[config.mk]
export PLATFORM = sky130hd
export DESIGN_NAME = ps2_cmd_decoder
export DESIGN_NICKNAME = d
export VERILOG_FILES = /design/src/rtl/ps2_cmd_decoder.sv
export SDC_FILE = /design/constraint.sdc
export NUM_CORES = 1
export LEC_CHECK = 0
export ABC_AREA = 1
export CAP_MARGIN = 10
export CORE_AREA = 2 2 69 71
export DETAILED_ROUTE_END_ITERATION = 10
export DIE_AREA = 0 0 71 73
export PLACE_DENSITY = 0.77
export SLEW_MARGIN = 40
export SYNTH_ARGS = -nofsm -noshare
export SYNTH_HDL_FRONTEND = slang
export SYNTH_SLANG_ARGS = --single-unit
export TNS_END_PERCENT = 20
[constraint.sdc]
create_clock -name clk -period 1.81 [get_ports clk]
set_clock_uncertainty 0.2 [all_clocks]
set_input_delay 0.362 -clock clk [delete_from_list [all_inputs] [get_ports clk]]
set_output_delay 0.362 -clock clk [all_outputs]
set_load 0.03 [all_outputs]
[src/rtl/ps2_cmd_decoder.sv]
// PS/2 scan-code decoder: tracks F0/E0 prefixes, emits one-cycle media
// command pulses for selected make codes, and tracks the held key.
// Optional build macro: PS2_TYPEMATIC_FILTER_EN suppresses pulses for
// keyboard auto-repeat (repeated make of the held key).
module ps2_cmd_decoder #(
    parameter int unsigned TIMEOUT_CYCLES = 5000000
) (
    input  logic       clk,
    input  logic       reset,
    input  logic       rx_valid,
    input  logic [7:0] rx_data,
    output logic       next_song,
    output logic       pre_song,
    output logic       vol_add,
    output logic       vol_sub,
    output logic       stop,
    output logic       start,
    output logic [7:0] last_code,
    output logic       key_held
);

    localparam int unsigned CNT_W = (TIMEOUT_CYCLES > 1) ? $clog2(TIMEOUT_CYCLES) : 1;
    localparam logic [CNT_W-1:0] CNT_LAST = CNT_W'(TIMEOUT_CYCLES - 1);
    localparam logic [7:0] BYTE_BRK = 8'hF0;
    localparam logic [7:0] BYTE_EXT = 8'hE0;

    typedef enum logic [1:0] {
        ST_IDLE    = 2'd0,
        ST_BRK     = 2'd1,
        ST_EXT     = 2'd2,
        ST_EXT_BRK = 2'd3
    } state_e;

    // Command vector order: next_song, pre_song, vol_add, vol_sub, stop, start
    function automatic logic [5:0] cmd_map(input logic [7:0] code);
        logic [5:0] cmd;
        cmd = 6'b000000;
        case (code)
            8'h05:   cmd = 6'b100000;
            8'h06:   cmd = 6'b010000;
            8'h04:   cmd = 6'b001000;
            8'h0C:   cmd = 6'b000100;
            8'h03:   cmd = 6'b000010;
            8'h0B:   cmd = 6'b000001;
            default: cmd = 6'b000000;
        endcase
        return cmd;
    endfunction

    state_e           state_q, state_d;
    logic [CNT_W-1:0] cnt_q, cnt_d;
    logic [5:0]       cmd_q, cmd_d;
    logic [7:0]       last_code_q, last_code_d;
    logic [7:0]       held_code_q, held_code_d;
    logic             key_held_q, key_held_d;
    logic             repeat_c;

    // Auto-repeat detection: same make code while the key is still down
`ifdef PS2_TYPEMATIC_FILTER_EN
    assign repeat_c = key_held_q && (rx_data == held_code_q);
`else
    assign repeat_c = 1'b0;
`endif

    // State register and tracked key/command state
    always_ff @(posedge clk or posedge reset) begin
        if (reset) begin
            state_q     <= ST_IDLE;
            cnt_q       <= '0;
            cmd_q       <= '0;
            last_code_q <= 8'h00;
            held_code_q <= 8'h00;
            key_held_q  <= 1'b0;
        end else begin
            state_q     <= state_d;
            cnt_q       <= cnt_d;
            cmd_q       <= cmd_d;
            last_code_q <= last_code_d;
            held_code_q <= held_code_d;
            key_held_q  <= key_held_d;
        end
    end

    // Next-state, prefix timeout and command decode; a byte on the expiry
    // cycle wins over the timeout because rx_valid is examined first
    always_comb begin
        state_d     = state_q;
        cnt_d       = cnt_q;
        cmd_d       = 6'b000000;
        last_code_d = last_code_q;
        held_code_d = held_code_q;
        key_held_d  = key_held_q;

        if (rx_valid) begin
            cnt_d = '0;
            case (state_q)
                ST_IDLE: begin
                    if (rx_data == BYTE_BRK) begin
                        state_d = ST_BRK;
                    end else if (rx_data == BYTE_EXT) begin
                        state_d = ST_EXT;
                    end else begin
                        last_code_d = rx_data;
                        held_code_d = rx_data;
                        key_held_d  = 1'b1;
                        if (!repeat_c) begin
                            cmd_d = cmd_map(rx_data);
                        end
                    end
                end
                ST_BRK: begin
                    if (rx_data == BYTE_BRK) begin
                        state_d = ST_BRK;
                    end else if (rx_data == BYTE_EXT) begin
                        state_d = ST_EXT;
                    end else begin
                        state_d = ST_IDLE;
                        if (rx_data == held_code_q) begin
                            key_held_d = 1'b0;
                        end
                    end
                end
                ST_EXT: begin
                    if (rx_data == BYTE_BRK) begin
                        state_d = ST_EXT_BRK;
                    end else if (rx_data == BYTE_EXT) begin
                        state_d = ST_EXT;
                    end else begin
                        state_d = ST_IDLE;
                    end
                end
                ST_EXT_BRK: begin
                    if (rx_data == BYTE_BRK) begin
                        state_d = ST_BRK;
                    end else if (rx_data == BYTE_EXT) begin
                        state_d = ST_EXT;
                    end else begin
                        state_d = ST_IDLE;
                    end
                end
                default: state_d = ST_IDLE;
            endcase
        end else if (state_q != ST_IDLE) begin
            if (cnt_q == CNT_LAST) begin
                state_d = ST_IDLE;
                cnt_d   = '0;
            end else begin
                cnt_d = cnt_q + CNT_W'(1);
            end
        end
    end

    assign next_song = cmd_q[5];
    assign pre_song  = cmd_q[4];
    assign vol_add   = cmd_q[3];
    assign vol_sub   = cmd_q[2];
    assign stop      = cmd_q[1];
    assign start     = cmd_q[0];
    assign last_code = last_code_q;
    assign key_held  = key_held_q;

endmodule

==> out/metrics.csv, run 1 <==
stage,metric,value,unit
status,run_status,completed,
global_routing,largest_net_degree_at_the_start_of_global_routing,41,
cells_and_area,antenna_cells_inserted,0,
job,cap_violations,0,
synthesis,mappedNetlistArea,2410,um^2
timing,final_min_period_over_clock_period,97.4,%
floorplanning,die_area,5180,um^2
drt,routed-via-count,2216,
global_routing,wire_length_of_the_first_global_routing_pass,8910,um
synthesis,synthesized_nets,330,
synthesis,yosysSeqAreaShare,41.5,%
worst_setup_path,timing.critical_path.from,cnt_q[1],
worst_setup_path,startpoint_of_the_lowest_slack_register_to_register_path,cnt_q[1],
timing,setup-violations-final,0,
cells_and_area,finalNetCount,391,
place,final_hpwl_dp,3900,um
cells_and_area,design_area,3110,um^2
hold_path,worst_hold_path_type,in2async,
synthesis,postSynthRegisterBits,40,
synthesis,ys_top_cells_by_area,"dfrtp_1, nand2_1, nor2_1",
worst_setup_path,worst_ep_arrival_time,1740,ps
cts,tritoncts.num_buffers,5,
global_routing,groute.usage.overall,21.6,%
power,power.leakage,1.47,nW
global_routing,global_route.overflow_total,0,
synthesis,synth_ff_type,dfrtp_1,
floorplanning,floorplan.die.height,73,um
cts,clkSinkCount,40,
worst_setup_path,cp_max_fo,6,
cells_and_area,finalCoreUtilization,68.6,%
global_routing,first_global_vias,2065,
timing,relSlewSlack,77.8,%
cells_and_area,syn2layout_area_growth,29.1,%
synthesis,yosysUniqueCellTypes,30,
worst_setup_path,endpoint_kind,register,
synthesis,synth_most_common_cell,nand2_1,
synthesis,synth.top_cell.area_share,41.5,%
synthesis,syn-instance-count,318,
cts,root_buffer,clkbuf_8,
power,power.ir.vdd_worst,0.532,mV
cts,cts_buffer_depth,2,
cells_and_area,filler_cells,388,
worst_setup_path,worst_r2r_path_depth,9,
floorplanning,ios,26,
timing,achievable-frequency,567,MHz
worst_setup_path,start_kind,register,
floorplanning,floorplan.initialDensity,53.1,%
timing,tightestPinTransition,332,ps
place,portBuffers,25,
cells_and_area,area_used_by_multi_input_combinational_logic,1270,um^2
synthesis,synth-warning-count,0,
worst_setup_path,timing_worst_setup_path_type,reg2reg,
worst_setup_path,critPathRequiredTime,1780,ps
floorplanning,rows,25,
timing,slew_viol_final,0,
drt,drc,0,
drt,avgViaCountPerCell,5.11,
synthesis,number_of_enable_flip_flop_cells_after_synthesis,0,
worst_setup_path,rrSetupSlack,50,ps
synthesis,post_synth.cell_area_avg,7.58,um^2
synthesis,asyncSetResetFlopFracSynth,100,%
place,place_congestion,0.855,
drt,drtIter0Drc,101,
drt,detail-route-antenna-nets,0,
cts,post_cts_hold_buffer_count,0,
synthesis,synth_area_leader_cell,dfrtp_1,
floorplanning,chipWidth,71,um
cells_and_area,area.sequential,1000,um^2
power,pwr_density_cell,890,nW/um^2
drt,drt_wl_total,5320,um
timing,final-hold-violation-count,0,
timing,grt_setup_unrepaired,true,
worst_setup_path,worst_r2r_endpoint,cnt_q[8],
worst_setup_path,critical_path.endpoint,cnt_q[8],
cells_and_area,drive_gt1_share,22.6,%
cts,htree_num_levels,2,
floorplanning,core,4540,um^2
drt,detailedRoute.firstPassIterationCount,5,
timing,post-route-min-period,1760,ps
drt,avgRoutedWirePerCell,12.2,um
cts,tritoncts,done,
cts,clk_latency,300,ps
place,place_area,2940,um^2
cts,cts.reportedPaths.clkPinSlew,80,ps
global_routing,grt_antenna_before_repair,0,
synthesis,synth.cells.most_frequent,"nand2_1, nor2_1, dfrtp_1",
layout by cell type (no fill, tap or decap), types with 2 or more instances in the layout:
| cell type | Yosys | layout |
|---|---|---|
| nand2_4 | 0 | 2 |
| buf_4 | 0 | 31 |
| nor4_1 | 2 | 2 |
| nand3_4 | 0 | 2 |
| nor3_1 | 8 | 8 |
| buf_12 | 0 | 2 |
| nor2_1 | 44 | 41 |
| a21oi_1 | 6 | 6 |
| nor2_4 | 6 | 6 |
| clkdlybuf4s50_1 | 0 | 10 |
| nand2_1 | 91 | 90 |
| nand4_1 | 9 | 9 |
| inv_2 | 5 | 4 |
| o21ai_0 | 8 | 8 |
| nand3_1 | 21 | 20 |
| nor3_2 | 4 | 4 |
| xnor2_1 | 5 | 5 |
| nor2_2 | 3 | 6 |
| dlygate4sd2_1 | 0 | 15 |
| clkbuf_8 | 0 | 5 |
| inv_1 | 30 | 30 |
| inv_4 | 1 | 2 |
| xor2_1 | 7 | 7 |
| nand2_2 | 6 | 5 |
| dfrtp_1 | 40 | 39 |
| o21ai_2 | 7 | 7 |
routing by layer:
metal	wire, um	vias up	global-route usage (%)
li1	-	1131	-
met1	2290	1029	25.9
met2	2730	46	39.6
met3	202	10	3.73
met4	92	0	6.92
met5	0	-	0
per-stage QoR:
| step | setup TNS, ps | setup slack (ps) | hold slack [ps] | power [W] | std cells |
|---|---|---|---|---|---|
| global route | -111 | -66.9 | 270 | 0.00291 | 434 |
| finish | 0 | 47.4 | 213 | 0.00277 | 434 |
| detailed placement | -2060 | -154 | 265 | 0.00208 | 424 |
| global placement | -1280 | -132 | 268 | 0.00207 | 424 |
| CTS | 0 | 32.0 | 224 | 0.00276 | 432 |
| floorplan | 0 | 222 | 224 | 0.00172 | 318 |
flip-flops by register name, summed over array words and instances (netlist names):
| register | flops |
|---|---|
| key_held | 1 |
| state_q | 2 |
| cnt_q | 23 |
| cmd_q | 6 |
| held_code_q | 8 |
worst max-delay path: stages, from the launching register on:
cell     delay, ps
dfrtp_1        420
ha_4           180
nand3_4         90
buf_6          140
inv_4           60
nand2_4         50
nor2_4         190
buf_4          150
xnor2_1        100
nor2_1          60
where the power goes:
part           leakage (nW)  total, W  internal (W)  switching [W]
Clock                0.0541  0.000741      0.000408       0.000333
Combinational         0.880  0.000927      0.000360       0.000567
Sequential            0.536   0.00110      0.000995       0.000106
cells by family (layout without fill, tap and decap cells):
| logic type | Yosys count | after routing | share of synthesized area (%) |
|---|---|---|---|
| flip-flops | 40 | 40 | 41.5 |
| XOR/XNOR | 12 | 12 | 4.36 |
| AO/OA/AOI/OAI | 25 | 25 | 6.91 |
| buffers and inverters | 41 | 103 | 7.79 |
| adder cells (fa/ha/maj) | 1 | 1 | 0.519 |
| AND/OR/NAND/NOR | 199 | 199 | 38.9 |
worst min-delay path by stage:
stage	startpoint	end	cells after the start
4_1_cts	reset	cnt_q[4]	3
5_1_grt	reset	cnt_q[3]	3
3_3_place_gp	key_held	key_held	2
2_1_floorplan	rx_data[1]	cmd_q[5]	1
3_5_place_dp	key_held	key_held	2
6_report	reset	cnt_q[4]	3
final cells by class:
class | instances | area share (%)
Clock buffer | 5 | 2.21
Sequential cell | 40 | 32.2
Inverter | 36 | 4.51
Multi-Input combinational cell | 237 | 40.9
Timing Repair Buffer | 59 | 16.6
Clock inverter | 3 | 1.37
Tap cell | 54 | 2.17
what timing repair did:
action | 4_1_cts | 5_1_grt
pin swaps | 0 | 5
setup endpoints to repair | 15 | 21
gates resized for setup | 15 | 14
setup buffers | 0 | 2
(Power assumes the default switching activity.)
==> run 2: changes to the inputs <==
--- a/config.mk
+++ b/config.mk
@@ -10,7 +10,7 @@
 export CORE_AREA = 2 2 69 71
 export DETAILED_ROUTE_END_ITERATION = 10
 export DIE_AREA = 0 0 71 73
-export PLACE_DENSITY = 0.77
+export PLACE_DENSITY_LB_ADDON = 0.2
 export SLEW_MARGIN = 40
 export SYNTH_ARGS = -nofsm -noshare
 export SYNTH_HDL_FRONTEND = slang
==> run 2 against run 1 <==
  * Wire length increased by 1.3%
  * Critical path depth up 1
  * First-iteration DRC count rose by 5.9%
  * Hold slack better by 5.6 ps
  * Core utilization decreased by 0.30 points
  * Die area unchanged
  * Via count rose by 0.68%
  * Fmax increased by 1.0%
  * Design area down 0.44%
  * Sequential share of layout area increased by 0.14 points
==> out/metrics.csv, run 2 (synthesis results as in run 1) <==
stage,metric,value,unit
cts,htree_num_levels,2,
status,run_status,completed,
timing,achievable-frequency,573,MHz
drt,avgRoutedWirePerCell,12.4,um
global_routing,global_route.peak_usage_layer,met2,
job,cap_violations,0,
drt,routed-via-count,2231,
timing,relSlewSlack,79.1,%
floorplanning,floorplan.die.height,73,um
cts,cts_buffer_depth,2,
worst_setup_path,path_delay_family,simple AND/OR/NAND/NOR gates,
cells_and_area,antenna_cells_inserted,0,
global_routing,use_met2,40.3,%
global_routing,wire_length_of_the_first_global_routing_pass,9340,um
timing,setup-violations-final,0,
floorplanning,rows,25,
hold_path,worst_hold_path_type,in2async,
cells_and_area,highest_count_cells_in_the_layout_ignoring_fill_and_taps,"nand2_1, nor2_1, dfrtp_1",
power,power.leakage,1.47,nW
worst_setup_path,crit_path_max_incr_delay,420,ps
cts,cts.reportedPaths.clkPinSlew,70,ps
floorplanning,die_area,5180,um^2
floorplanning,floorplan.initialDensity,53.1,%
worst_setup_path,critPathRequiredTime,1840,ps
place,portBuffers,25,
worst_setup_path,cp_max_fo,6,
worst_setup_path,critical_path.cell_chain,ha_4 > nand3_4 > buf_6 > inv_4 > nand2_4 > nor2_4 > nand3_2 > nand2_1 > nand2_1 > nor2_1,
cells_and_area,finalNonFillerCells,435,
floorplanning,core,4540,um^2
place,final_hpwl_dp,3970,um
drt,drtIter0Drc,107,
timing,slew_viol_final,0,
worst_setup_path,endpoint_kind,register,
cells_and_area,finalNetCount,392,
cts,tritoncts,done,
place,place_congestion,0.867,
drt,avgViaCountPerCell,5.13,
global_routing,met1_usage,27.3,%
cells_and_area,drive_gt1_share,22.3,%
cells_and_area,filler_cells,391,
worst_setup_path,rrSetupSlack,70,ps
drt,detail-route-antenna-nets,0,
timing,tightestPinTransition,315,ps
floorplanning,chipWidth,71,um
global_routing,global_route.overflow_total,0,
worst_setup_path,start_kind,register,
power,pwr_density_cell,853,nW/um^2
cts,root_buffer,clkbuf_8,
cells_and_area,final_common_cell,nand2_1,
global_routing,grt_antenna_before_repair,0,
timing,post-route-min-period,1740,ps
worst_setup_path,timing.critical_path.slowest_stage_cell,dfrtp_1,
timing,final_min_period_over_clock_period,96.4,%
power,power.ir.vdd_worst,0.593,mV
timing,final-hold-violation-count,0,
worst_setup_path,critical_path_buf_inv_count,2,
cts,clk_latency,290,ps
place,placed_cells_incl_taps,421,
drt,drc,0,
drt,drt_wl_total,5380,um
cells_and_area,finalCoreUtilization,68.3,%
cells_and_area,top_regs,"cnt_q x23, held_code_q x8, cmd_q x6",
worst_setup_path,worstSetupPathDepth,10,
worst_setup_path,timing_worst_setup_path_type,reg2reg,
drt,detailedRoute.firstPassIterationCount,4,
worst_setup_path,worst_path_most_repeated_cell,nand2_1,
global_routing,groute.usage.overall,22.8,%
worst_setup_path,worst_ep_arrival_time,1770,ps
cts,clkSinkCount,40,
global_routing,use_met3,5.80,%
worst_setup_path,worst_r2r_path_depth,10,
cts,tritoncts.num_buffers,5,
global_routing,first_global_vias,2152,
global_routing,largest_net_degree_at_the_start_of_global_routing,41,
timing,grt_setup_unrepaired,true,
cells_and_area,syn2layout_area_growth,28.5,%
floorplanning,ios,26,
cells_and_area,max_flop_register,cnt_q,
cells_and_area,largest_register_ff_count,23,
## run 2: final timing paths
path | end | start
worst max-delay path | cnt_q[14] | cnt_q[1]
worst min-delay path | cnt_q[7] | reset
worst max register to register | cnt_q[14] | cnt_q[1]
worst min register to register | key_held | key_held
max in group asynchronous | cnt_q[8] | reset
min in group clk | key_held | key_held
## run 2: layer usage
metal | up-vias | part of all wire, %
li1 | 1133 | -
met1 | 1051 | 43
met2 | 41 | 53
met3 | 6 | 3.5
met4 | 0 | 1.1
met5 | - | 0
## run 2: power by group
group / internal, W / total [W] / switching, W
combinational: 0.000355 / 0.000919 / 0.000563
sequential: 0.000995 / 0.00111 / 0.000110
clock: 0.000311 / 0.000617 / 0.000306
## run 2: layout make-up
type                            count  area, um^2  share of cell area (%)
Multi-Input combinational cell    237        1270                    41.1
Sequential cell                    40        1000                    32.4
Timing Repair Buffer               60         523                    16.9
Inverter                           36         140                    4.53
Clock buffer                        8        90.1                    2.91
Tap cell                           54        67.6                    2.18
## run 2: worst reg2reg max path, stage by stage, from the launching register on
cell and delay, ps:
dfrtp_1 420, ha_4 180, nand3_4 90, buf_6 140, inv_4 60, nand2_4 50, nor2_4 210, nand3_2 110
nand2_1 70, nand2_1 50, nor2_1 90
## run 2: per-stage QoR
| stage | hold slack [ps] | power [W] | area, um^2 | setup slack (ps) | setup TNS, ps |
|---|---|---|---|---|---|
| after global routing | 281 | 0.00280 | 3100 | -40.6 | -117 |
| after detailed placement | 285 | 0.00208 | 2920 | -123 | -2270 |
| after CTS | 221 | 0.00264 | 2990 | 42.8 | 0 |
| final | 219 | 0.00264 | 3100 | 65.3 | 0 |
| after floorplan | 224 | 0.00172 | 2410 | 222 | 0 |
| after global placement | 273 | 0.00206 | 2920 | -85.4 | -1410 |
## run 2: timing repair
| item | CTS | global route |
|---|---|---|
| hold buffers | 0 | 0 |
| buffers inserted | 0 | 6 |
| resized for setup | 15 | 14 |
| endpoints found under the setup margin | 15 | 25 |
| cloned | 0 | 0 |
| pin swaps | 0 | 7 |
